--- src/rtl/rgb_to_yuv422_if.sv ---
// Video stream bundle between an RGB888 source and the 4:2:2 encoder.
// The master drives the RGB timing/data and observes the YUV result.
// The slave (the encoder) consumes RGB and produces YUV.
interface rgb_to_yuv422_if;
   logic        rgb_hs;
   logic        rgb_vs;
   logic        rgb_de;
   logic [23:0] rgb_dat;
   logic        yuv_hs;
   logic        yuv_vs;
   logic        yuv_de;
   logic [9:0]  yuv_y;
   logic [9:0]  yuv_c;

   modport master (
      output rgb_hs, rgb_vs, rgb_de, rgb_dat,
      input  yuv_hs, yuv_vs, yuv_de, yuv_y, yuv_c
   );

   modport slave (
      input  rgb_hs, rgb_vs, rgb_de, rgb_dat,
      output yuv_hs, yuv_vs, yuv_de, yuv_y, yuv_c
   );
endinterface

--- src/rtl/rgb_to_yuv422.sv ---
// RGB888 -> 10-bit YUV 4:2:2 encoder, BT.601 limited range.
// Four-stage pipeline: multiply, sum/round/clamp, pair hold, output.
// Chroma is either pair-averaged (CHROMA_AVG=1) or co-sited (CHROMA_AVG=0).
// A phase bit travels with every pixel; it restarts at even on each de rise,
// so a pair never spans a de-low gap.
module rgb_to_yuv422 #(
   parameter int CHROMA_AVG = 1
) (
   input logic            clk,
   input logic            rst,
   input logic            cke,
   rgb_to_yuv422_if.slave vid
);

   localparam bit         AVG     = (CHROMA_AVG != 0);
   localparam logic [9:0] Y_BLANK = 10'd64;
   localparam logic [9:0] C_BLANK = 10'd512;

   typedef logic signed [21:0] acc_t;

   // Signed product of an unsigned 8-bit channel and a signed coefficient.
   function automatic acc_t mul(input logic [7:0] x, input int k);
      return acc_t'(k * int'(x));
   endfunction

   // Drop the 10 fractional bits and saturate to the 10-bit code range.
   function automatic logic [9:0] sat(input acc_t acc);
      acc_t sh;
      sh = acc >>> 10;
      if (sh < 0)
         return 10'd0;
      if (sh > acc_t'(1023))
         return 10'd1023;
      return sh[9:0];
   endfunction

   logic [7:0] r_in, g_in, b_in;
   assign r_in = vid.rgb_dat[23:16];
   assign g_in = vid.rgb_dat[15:8];
   assign b_in = vid.rgb_dat[7:0];

   // ---------------------------------------------------------------------
   // Pixel phase at the input: even on a de rise, toggling while de stays high.
   logic de_q, ph_q, ph_in;

   // Phase of the sample currently on the input.
   // NOTE: every always_comb output is assigned on every path, so no latch is inferred.
   always_comb begin
      ph_in = (vid.rgb_de && de_q) ? ~ph_q : 1'b0;
   end

   // ---------------------------------------------------------------------
   // Stage 1 state: nine signed products plus timing and phase.
   acc_t m_yr, m_yg, m_yb;
   acc_t m_ur, m_ug, m_ub;
   acc_t m_vr, m_vg, m_vb;
   logic hs1, vs1, de1, ph1;

   // Stage 1: register the channel products and the phase history.
   // NOTE: clocked state uses non-blocking assignments so every register samples pre-edge values.
   always_ff @(posedge clk) begin
      if (rst) begin
         de_q <= 1'b0;
         ph_q <= 1'b0;
         hs1  <= 1'b0;
         vs1  <= 1'b0;
         de1  <= 1'b0;
         ph1  <= 1'b0;
         m_yr <= '0; m_yg <= '0; m_yb <= '0;
         m_ur <= '0; m_ug <= '0; m_ub <= '0;
         m_vr <= '0; m_vg <= '0; m_vb <= '0;
      end else if (cke) begin
         de_q <= vid.rgb_de;
         ph_q <= ph_in;
         hs1  <= vid.rgb_hs;
         vs1  <= vid.rgb_vs;
         de1  <= vid.rgb_de;
         ph1  <= ph_in;
         m_yr <= mul(r_in,  1052);
         m_yg <= mul(g_in,  2065);
         m_yb <= mul(b_in,   401);
         m_ur <= mul(r_in,  -607);
         m_ug <= mul(g_in, -1192);
         m_ub <= mul(b_in,  1799);
         m_vr <= mul(r_in,  1799);
         m_vg <= mul(g_in, -1506);
         m_vb <= mul(b_in,  -293);
      end
   end

   // ---------------------------------------------------------------------
   // Stage 2: sum with offset (+16/+128 scaled, +512 rounding) then clamp.
   acc_t acc_y, acc_u, acc_v;

   // Accumulate the three products of each component.
   always_comb begin
      acc_y = m_yr + m_yg + m_yb + acc_t'(66048);
      acc_u = m_ur + m_ug + m_ub + acc_t'(524800);
      acc_v = m_vr + m_vg + m_vb + acc_t'(524800);
   end

   logic [9:0] y2, cb2, cr2;
   logic       hs2, vs2, de2, ph2;

   // Stage 2: register the rounded, saturated Y/Cb/Cr.
   always_ff @(posedge clk) begin
      if (rst) begin
         y2  <= '0;
         cb2 <= '0;
         cr2 <= '0;
         hs2 <= 1'b0;
         vs2 <= 1'b0;
         de2 <= 1'b0;
         ph2 <= 1'b0;
      end else if (cke) begin
         y2  <= sat(acc_y);
         cb2 <= sat(acc_u);
         cr2 <= sat(acc_v);
         hs2 <= hs1;
         vs2 <= vs1;
         de2 <= de1;
         ph2 <= ph1;
      end
   end

   // ---------------------------------------------------------------------
   // Stage 3: hold the current pixel while stage 2 provides its look-ahead partner.
   logic [9:0] y3, cb3, cr3;
   logic       hs3, vs3, de3, ph3;

   // Stage 3: pixel under pairing decision.
   always_ff @(posedge clk) begin
      if (rst) begin
         y3  <= '0;
         cb3 <= '0;
         cr3 <= '0;
         hs3 <= 1'b0;
         vs3 <= 1'b0;
         de3 <= 1'b0;
         ph3 <= 1'b0;
      end else if (cke) begin
         y3  <= y2;
         cb3 <= cb2;
         cr3 <= cr2;
         hs3 <= hs2;
         vs3 <= vs2;
         de3 <= de2;
         ph3 <= ph2;
      end
   end

   // An odd sample in stage 2 is necessarily the partner of an even sample in
   // stage 3, because phase restarts at even after any de-low gap.
   logic       pair_avg;
   logic [9:0] cb_avg, cr_avg;

   // Look-ahead averaging of the even/odd pair, rounding half up.
   always_comb begin
      pair_avg = AVG && de2 && ph2;
      cb_avg   = 10'(({1'b0, cb3} + {1'b0, cb2} + 11'd1) >> 1);
      cr_avg   = 10'(({1'b0, cr3} + {1'b0, cr2} + 11'd1) >> 1);
   end

   // ---------------------------------------------------------------------
   // Stage 4: output register; chroma multiplexing and blanking levels.
   logic [9:0] cr_hold;

   // Output stage: even pixels emit Cb and latch the pair's Cr for the odd pixel.
   always_ff @(posedge clk) begin
      if (rst) begin
         cr_hold    <= C_BLANK;
         vid.yuv_hs <= 1'b0;
         vid.yuv_vs <= 1'b0;
         vid.yuv_de <= 1'b0;
         vid.yuv_y  <= Y_BLANK;
         vid.yuv_c  <= C_BLANK;
      end else if (cke) begin
         vid.yuv_hs <= hs3;
         vid.yuv_vs <= vs3;
         vid.yuv_de <= de3;
         if (!de3) begin
            vid.yuv_y <= Y_BLANK;
            vid.yuv_c <= C_BLANK;
         end else if (!ph3) begin
            vid.yuv_y <= y3;
            vid.yuv_c <= pair_avg ? cb_avg : cb3;
            cr_hold   <= pair_avg ? cr_avg : cr3;
         end else begin
            vid.yuv_y <= y3;
            vid.yuv_c <= cr_hold;
         end
      end
   end

endmodule

--- src/flat_wrapper.sv ---
// flat-port wrapper written by rule: the top's interface ports become plain ports
module rgb_to_yuv422_flat 
#(
   parameter int CHROMA_AVG = 1
)
  (clk, rst, cke, vid_rgb_hs, vid_rgb_vs, vid_rgb_de, vid_rgb_dat, vid_yuv_hs, vid_yuv_vs, vid_yuv_de, vid_yuv_y, vid_yuv_c);
  rgb_to_yuv422_if vid_i ();
  input logic clk;
  input logic rst;
  input logic cke;
  input wire logic [$bits(vid_i.rgb_hs)-1:0] vid_rgb_hs;
  input wire logic [$bits(vid_i.rgb_vs)-1:0] vid_rgb_vs;
  input wire logic [$bits(vid_i.rgb_de)-1:0] vid_rgb_de;
  input wire logic [$bits(vid_i.rgb_dat)-1:0] vid_rgb_dat;
  output wire logic [$bits(vid_i.yuv_hs)-1:0] vid_yuv_hs;
  output wire logic [$bits(vid_i.yuv_vs)-1:0] vid_yuv_vs;
  output wire logic [$bits(vid_i.yuv_de)-1:0] vid_yuv_de;
  output wire logic [$bits(vid_i.yuv_y)-1:0] vid_yuv_y;
  output wire logic [$bits(vid_i.yuv_c)-1:0] vid_yuv_c;
  assign vid_i.rgb_hs = vid_rgb_hs;
  assign vid_i.rgb_vs = vid_rgb_vs;
  assign vid_i.rgb_de = vid_rgb_de;
  assign vid_i.rgb_dat = vid_rgb_dat;
  assign vid_yuv_hs = vid_i.yuv_hs;
  assign vid_yuv_vs = vid_i.yuv_vs;
  assign vid_yuv_de = vid_i.yuv_de;
  assign vid_yuv_y = vid_i.yuv_y;
  assign vid_yuv_c = vid_i.yuv_c;
  rgb_to_yuv422 #(.CHROMA_AVG(CHROMA_AVG)) u_core (.clk(clk), .rst(rst), .cke(cke), .vid(vid_i));
endmodule
--- config.mk ---
export PLATFORM = sky130hd
export DESIGN_NAME = rgb_to_yuv422_flat
export DESIGN_NICKNAME = d
export VERILOG_FILES = /design/src/rtl/rgb_to_yuv422_if.sv /design/src/rtl/rgb_to_yuv422.sv /design/src/flat_wrapper.sv
export SDC_FILE = /design/constraint.sdc
export NUM_CORES = 1
export LEC_CHECK = 0
export ABC_AREA = 0
export CAP_MARGIN = 40
export CELL_PAD_IN_SITES_DETAIL_PLACEMENT = 1
export CELL_PAD_IN_SITES_GLOBAL_PLACEMENT = 2
export CORE_MARGIN = 5
export CORE_UTILIZATION = 44
export DETAILED_ROUTE_END_ITERATION = 8
export GPL_TIMING_DRIVEN = 0
export PLACE_DENSITY = 0.95
export SYNTH_ARGS = -nofsm -noshare
export SYNTH_HDL_FRONTEND = slang
export SYNTH_SLANG_ARGS = --single-unit
--- constraint.sdc ---
create_clock -name clk -period 7.04 [get_ports clk]
set_input_delay 1.056 -clock clk [delete_from_list [all_inputs] [get_ports clk]]
set_output_delay 1.056 -clock clk [all_outputs]
set_load 0.005 [all_outputs]
Word level (Yosys, flattened, before mapping). Index checks and enable logic that the tools add are counted.

Flip-flop bits (word level): 297. Latch bits: 0. RAM bits: 0. Bits in read-only memories: 0. Input port bits: 30. Output and inout bits: 23. Memories: 0.

Add/subtract/negate cells: 13. $mul: 9. Div/mod/pow operators: 0. Order comparisons: 6. Equal/unequal tests: 0. Shifts and indexed selects: 0. Muxes and demuxes: 39. Bitwise gates (word level): 2. Reductions and logical operators: 3.

Operators by type and width (count): 2-to-1 mux 10 bit (17); adder 22 bit (6); adder 22 x 21 -> 22 bit, second input constant (2); multiplier 11 x 9 -> 20 bit, first input constant (2); multiplier 11 x 8 -> 19 bit, first input constant (2); greater-than comparator 12 x 11 -> 1 bit, second input constant (3); < comparator 12 x 1 -> 1 bit, second input constant (3); multiplier 9 x 8 -> 17 bit, first input constant (2); adder 10 x 10 -> 11 bit (2); adder 11 x 1 -> 11 bit, second input constant (2); adder 22 x 18 -> 22 bit, second input constant (1); 2-to-1 mux 1 bit (22); multiplier 12 x 8 -> 20 bit, first input constant (1); multiplier 10 x 9 -> 19 bit, first input constant (1); multiplier 9 x 9 -> 18 bit, first input constant (1); AND reduction 3 bit (1); logical AND 1 bit (2); NOT 1 bit (2).

Depth between registers and ports, before layout. Gate-level depths: netlist (run 1).

Depth in word-level cells: 12. Mapped depth: 18.

Least setup slack after synthesis (run 1). OpenSTA, ideal clock, no wires.

Path kind: input port to flip-flop. Start point: input port vid_rgb_dat[11]. End point: register u_core.m_vg[19]. Library setup time: 0.137 ns. Arrival time: 4.945 ns. Required time: 6.903 ns. Slack: 1.959 ns. Cell stages on the path: 16. Cells stage by stage: fa_1 ha_1 ha_1 inv_1 fa_1 inv_1 ha_1 nor2b_1 o21ai_0 a21boi_0 o41a_1 a41o_1 o41ai_1 o21ai_0 xnor2_1 o22ai_1.

Longest elaborated chain between the ends: 1.

Ends and longest elaborated chain: start: declaration (line flat_wrapper.sv:14) `input wire logic [$bits(vid_i.rgb_dat)-1:0] vid_rgb_dat;`; multiplier 11 x 9 -> 20 bit (line rgb_to_yuv422.sv:23) `return acc_t'(k * int'(x));`; end signal: assignment (line rgb_to_yuv422.sv:86) `m_vg <= mul(g_in, -1506);`; end: declaration (line rgb_to_yuv422.sv:56) `acc_t m_vr, m_vg, m_vb;`.

No other way between the ends. A chain may end at the register's enable or synchronous reset.

Worst setup path after layout (run 1).
Start point: input port vid_rgb_dat[1]. End point: register u_core.m_vb[20].

Longest elaborated chain between the ends: 1.

Ends and longest elaborated chain: multiplier 10 x 9 -> 19 bit (line rgb_to_yuv422.sv:23); end signal: assignment (line rgb_to_yuv422.sv:87) `m_vb <= mul(b_in, -293);`; end: declaration (line rgb_to_yuv422.sv:56).

No other way between the ends.

==> results of run 1 <==
cell usage in the layout (no fill, tap or decap), types with 16 or more instances in the layout:
cell type	netlist	layout
sky130_fd_sc_hd__a211oi_1	36	36
sky130_fd_sc_hd__a21o_1	48	48
sky130_fd_sc_hd__a21oi_1	108	108
sky130_fd_sc_hd__a221o_1	22	22
sky130_fd_sc_hd__a22o_1	20	20
sky130_fd_sc_hd__buf_1	20	20
sky130_fd_sc_hd__clkbuf_1	49	52
sky130_fd_sc_hd__clkbuf_16	0	31
sky130_fd_sc_hd__clkdlybuf4s50_1	0	52
sky130_fd_sc_hd__dfxtp_1	258	258
sky130_fd_sc_hd__fa_1	197	197
sky130_fd_sc_hd__ha_1	413	413
sky130_fd_sc_hd__inv_1	510	510
sky130_fd_sc_hd__mux2i_1	116	116
sky130_fd_sc_hd__nand2_1	99	99
sky130_fd_sc_hd__nand3_1	16	16
sky130_fd_sc_hd__nor2_1	251	251
sky130_fd_sc_hd__nor2b_1	24	24
sky130_fd_sc_hd__nor3_1	39	39
sky130_fd_sc_hd__o21a_1	18	18
sky130_fd_sc_hd__o21ai_0	53	53
sky130_fd_sc_hd__o22ai_1	32	32
sky130_fd_sc_hd__xnor2_1	94	94
sky130_fd_sc_hd__xor2_1	51	51
sequential cells by signal, summed over array words and instances, names as in the netlist, 16 cells and up:
| register | cells |
|---|---|
| u_core.m_vg | 18 |
| u_core.m_yb | 16 |
| u_core.m_ug | 18 |
| u_core.m_ub | 17 |
| u_core.m_yr | 16 |
| u_core.m_ur | 20 |
| u_core.m_yg | 19 |
| u_core.m_vb | 19 |
tightest hold or removal path, cell delays in order (launching register included):
cell,delay [ns]
sky130_fd_sc_hd__dfxtp_1,0.32
sky130_fd_sc_hd__nand2_1,0.05
sky130_fd_sc_hd__nand2_1,0.04
area by class of cell:
class | instances | area (sq um) | share of cell area
multi-input combinational | 1812 | 16900 | 0.626
sequential | 258 | 5160 | 0.192
inverter | 511 | 1920 | 0.0712
clock buffer | 41 | 883 | 0.0328
tap | 704 | 881 | 0.0327
timing repair buffer | 64 | 683 | 0.0254
clock inverter | 14 | 283 | 0.0105
buffer | 69 | 259 | 0.00961
antenna | 2 | 5.00 | 0.000186
per-layer routing:
metal / GRT usage / vias up / part of all wire
li1: - / 9002 / -
met1: 0.313 / 9557 / 0.42
met2: 0.454 / 372 / 0.49
met3: 0.0224 / 140 / 0.042
met4: 0.0946 / 0 / 0.044
met5: 0 / - / 0
worst min path at each step:
stage | endpoint
after floorplan | u_core.y2[9]
after global placement | u_core.vid.yuv_de
after detailed placement | u_core.vid.yuv_c[1]
after CTS | u_core.vid.yuv_c[1]
after global routing | u_core.vid.yuv_c[1]
final | u_core.vid.yuv_c[1]
cells by family after synthesis:
group,after synthesis,share of synthesized area
AO/OA/AOI/OAI,454,0.133
XOR/XNOR,145,0.0524
adder cells (fa/ha/maj),610,0.376
buffers and inverters,580,0.0899
flip-flops,258,0.213
multiplexers,116,0.0480
AND/OR/NAND/NOR,487,0.0874
power by group through the flow:
stage	combinational [mW]	clock, mW	sequential (mW)
2_1_floorplan	4.37	0	1.88
3_3_place_gp	5.97	0	1.94
3_5_place_dp	6.30	0	1.95
4_1_cts	6.39	1.85	1.93
5_1_grt	7.08	1.91	1.96
6_report	6.38	1.83	1.93
stage by stage:
stage                     hold WS, ns  instances  power, mW  worst slack (ns)
after floorplan                 0.415       2650       6.25              1.96
after global placement          0.431       3406       7.91            0.0210
after detailed placement        0.445       3418       8.26            -0.219
after CTS                       0.453       3473       10.2             0.388
after global routing            0.469       3473       10.9            0.0407
final                           0.452       3475       10.1             0.399
==> impl_results.rst, run 1 <==
.. list-table::
   :header-rows: 1

   * - Metric
     - Value
   * - Filler Cell Count
     - around 6,300
   * - Count of final setup violators
     - 0
   * - Post-CTS setup repair buffer count
     - 0
   * - Synthesis-stage register bit count
     - approximately 260
   * - Yosys cell types
     - roughly 70
   * - Final routed DRC violation total
     - 0
   * - Hold buffer count at CTS
     - 0
   * - Final TNS setup
     - 0 ns
   * - Transition at the pin with the smallest max-transition slack
     - 0.952 ns
   * - Final instance area
     - between 20,000 and 30,000 sq um
   * - Commonest register cell after synthesis
     - sky130_fd_sc_hd__dfxtp_1
   * - Hold depth
     - 2
   * - Area of the placeable core
     - roughly 55,000 sq um
   * - Crit path capture
     - u_core.m_vb[20]
   * - Total length of routed wires
     - approximately 75 mm
   * - Largest net degree at the start of global routing
     - 15
   * - Worst-case reg-to-reg path depth
     - 13
   * - Portion of the clock cycle consumed by the worst path in the final layout
     - 0.943
   * - Final hold violation count
     - 0
   * - Instance area after placement
     - around 26,000 sq um
   * - Site row count
     - 86
   * - Status
     - completed
   * - Port-buffer cells
     - 52
   * - Clock Sinks
     - 258
   * - Worst Path Class, Setup
     - input pin to register
   * - Type of element capturing the critical path
     - register
   * - Clock transition time at the flip-flop clock pins of the worst setup and hold paths
     - 0.06 ns
   * - TritonCTS clock tree
     - done
   * - Count of mapped cells out of synthesis
     - between 2,000 and 3,000
   * - MaxCap Viol Count
     - 0
   * - Max-slew violations
     - 0
   * - Synth top area cells
     - sky130_fd_sc_hd__ha_1 (21%), sky130_fd_sc_hd__dfxtp_1 (21%), sky130_fd_sc_hd__fa_1 (16%)
   * - Data required time of the critical path
     - around 7.5 ns
   * - Cell chosen for the clock root
     - sky130_fd_sc_hd__clkbuf_16
   * - Total via count after detailed routing
     - roughly 19,000
   * - Die area
     - about 60,000 sq um
   * - Placed wire-length estimate after detailed placement
     - 62.4 mm
   * - Mean instance size in the synthesized netlist
     - roughly 9.1 sq um
   * - Internal cell power
     - 5.42 mW
   * - Net count after synthesis
     - ~3,300
   * - Clock network fraction of design power
     - 0.180
   * - Arrival time at the worst endpoint
     - 7.06 ns
   * - Die outline width
     - 245 um
   * - Leftover overflow at the end of global routing
     - 0
   * - Gates resized, CTS repair
     - 0
   * - Yosys warning total
     - 0
   * - Layout Utilization
     - 0.492
   * - Maximum VDD drop
     - about 0.00043 V
   * - Hold wc startpoint
     - u_core.vid.yuv_c[1]
   * - Cts bufs inserted
     - 30
   * - Power density over the cells
     - approximately 380 nW/um^2
   * - Switching power summed over all nets
     - 4.71 mW
   * - Critical path depth
     - 18
   * - Final Skew
     - around 0.011 ns
   * - Cells along the critical path
     - clkdlybuf4s50_1, ha_1, inv_1, fa_1, inv_1, ha_1, inv_1, fa_1, fa_1, nor2b_1, o21ai_0, a21boi_0, o21ai_0, a21oi_1, a211oi_1, o41ai_1, xnor2_1, o22ai_1
   * - Most repeated cell in the gate-level netlist after synthesis
     - sky130_fd_sc_hd__inv_1
   * - Most frequent cells after synthesis
     - sky130_fd_sc_hd__inv_1 (510), sky130_fd_sc_hd__ha_1 (413), sky130_fd_sc_hd__dfxtp_1 (258)
   * - Area delta synth->final
     - 11.3%
   * - Initial antenna violation count
     - 0
   * - GPL Wtd Cong
     - 0.916
   * - Via count of the first global-routing pass
     - between 20,000 and 25,000
   * - Min Clock Period, post-route
     - about 6.6 ns
   * - Number of synthesized flops with an enable pin
     - 0
   * - Class of the worst hold path
     - register to register
   * - Critical path's top delay family
     - adder cells
   * - Slack of the worst reg-to-reg path
     - approximately 2.7 ns
   * - Crit path buffers/inverters
     - 4
   * - Slowest CP cell
     - sky130_fd_sc_hd__clkdlybuf4s50_1
   * - Standby leakage power
     - between 10 and 15 nW
   * - Portion of synthesized cell area occupied by the leading cell type
     - 0.213
   * - DRT iter0 DRCs
     - ~810
   * - Number of antenna-violating nets in the routed design
     - 0
   * - Mean number of vias per cell
     - around 5.5
   * - Share of layout cells above drive strength 1
     - 0.0336
   * - Chip Height
     - 245 um
   * - Clock insertion delay at the later pin of the skew report
     - 0.57 ns
   * - Number of detailed-route iterations in the first pass
     - 5
   * - Num ports
     - 53
   * - Total number of H-tree levels
     - 1
   * - Post-synthesis sequential area ratio
     - 0.213
   * - Buffer levels on the longest clock path
     - 3
   * - Effective utilization at floorplan
     - 0.442
   * - CP max stage delay
     - 0.78 ns
   * - Netlist area before placement
     - between 20,000 and 25,000 sq um
   * - Start point of the critical path
     - vid_rgb_dat[1]
   * - Kind of start point of the critical path
     - input pin
   * - Register share of total power
     - 0.190
   * - Highest attainable clock frequency
     - approximately 150 MHz
   * - Proportion of power drawn by combinational gates
     - 0.629
   * - Largest driver fanout on the critical path
     - 7
   * - RSZ-0062 raised after global routing
     - no
   * - Switching Share
     - 0.465
   * - Number of nets in the layout
     - between 3,000 and 4,000
   * - GRT Util Overall
     - 0.252
   * - Detailed-route wire length per cell
     - approximately 22 um
   * - Wire length of the first global-routing pass
     - around 120 mm
   * - Async S/R FF share, synth
     - 0
   * - Worst reg2reg path startpoint
     - u_core.m_ug[4]
   * - End of the worst register-to-register path
     - u_core.cb2[5]
   * - Library cell with the largest summed area after synthesis
     - sky130_fd_sc_hd__ha_1
   * - Max_slew headroom
     - 0.365
No activity file was read; power rests on OpenSTA's default activity.
==> run 2: changes to the inputs <==
ABC_AREA = not set   (was 0)
==> results of run 2 <==
Same layout as run 1: the final DEF is identical, and so are final timing and power.
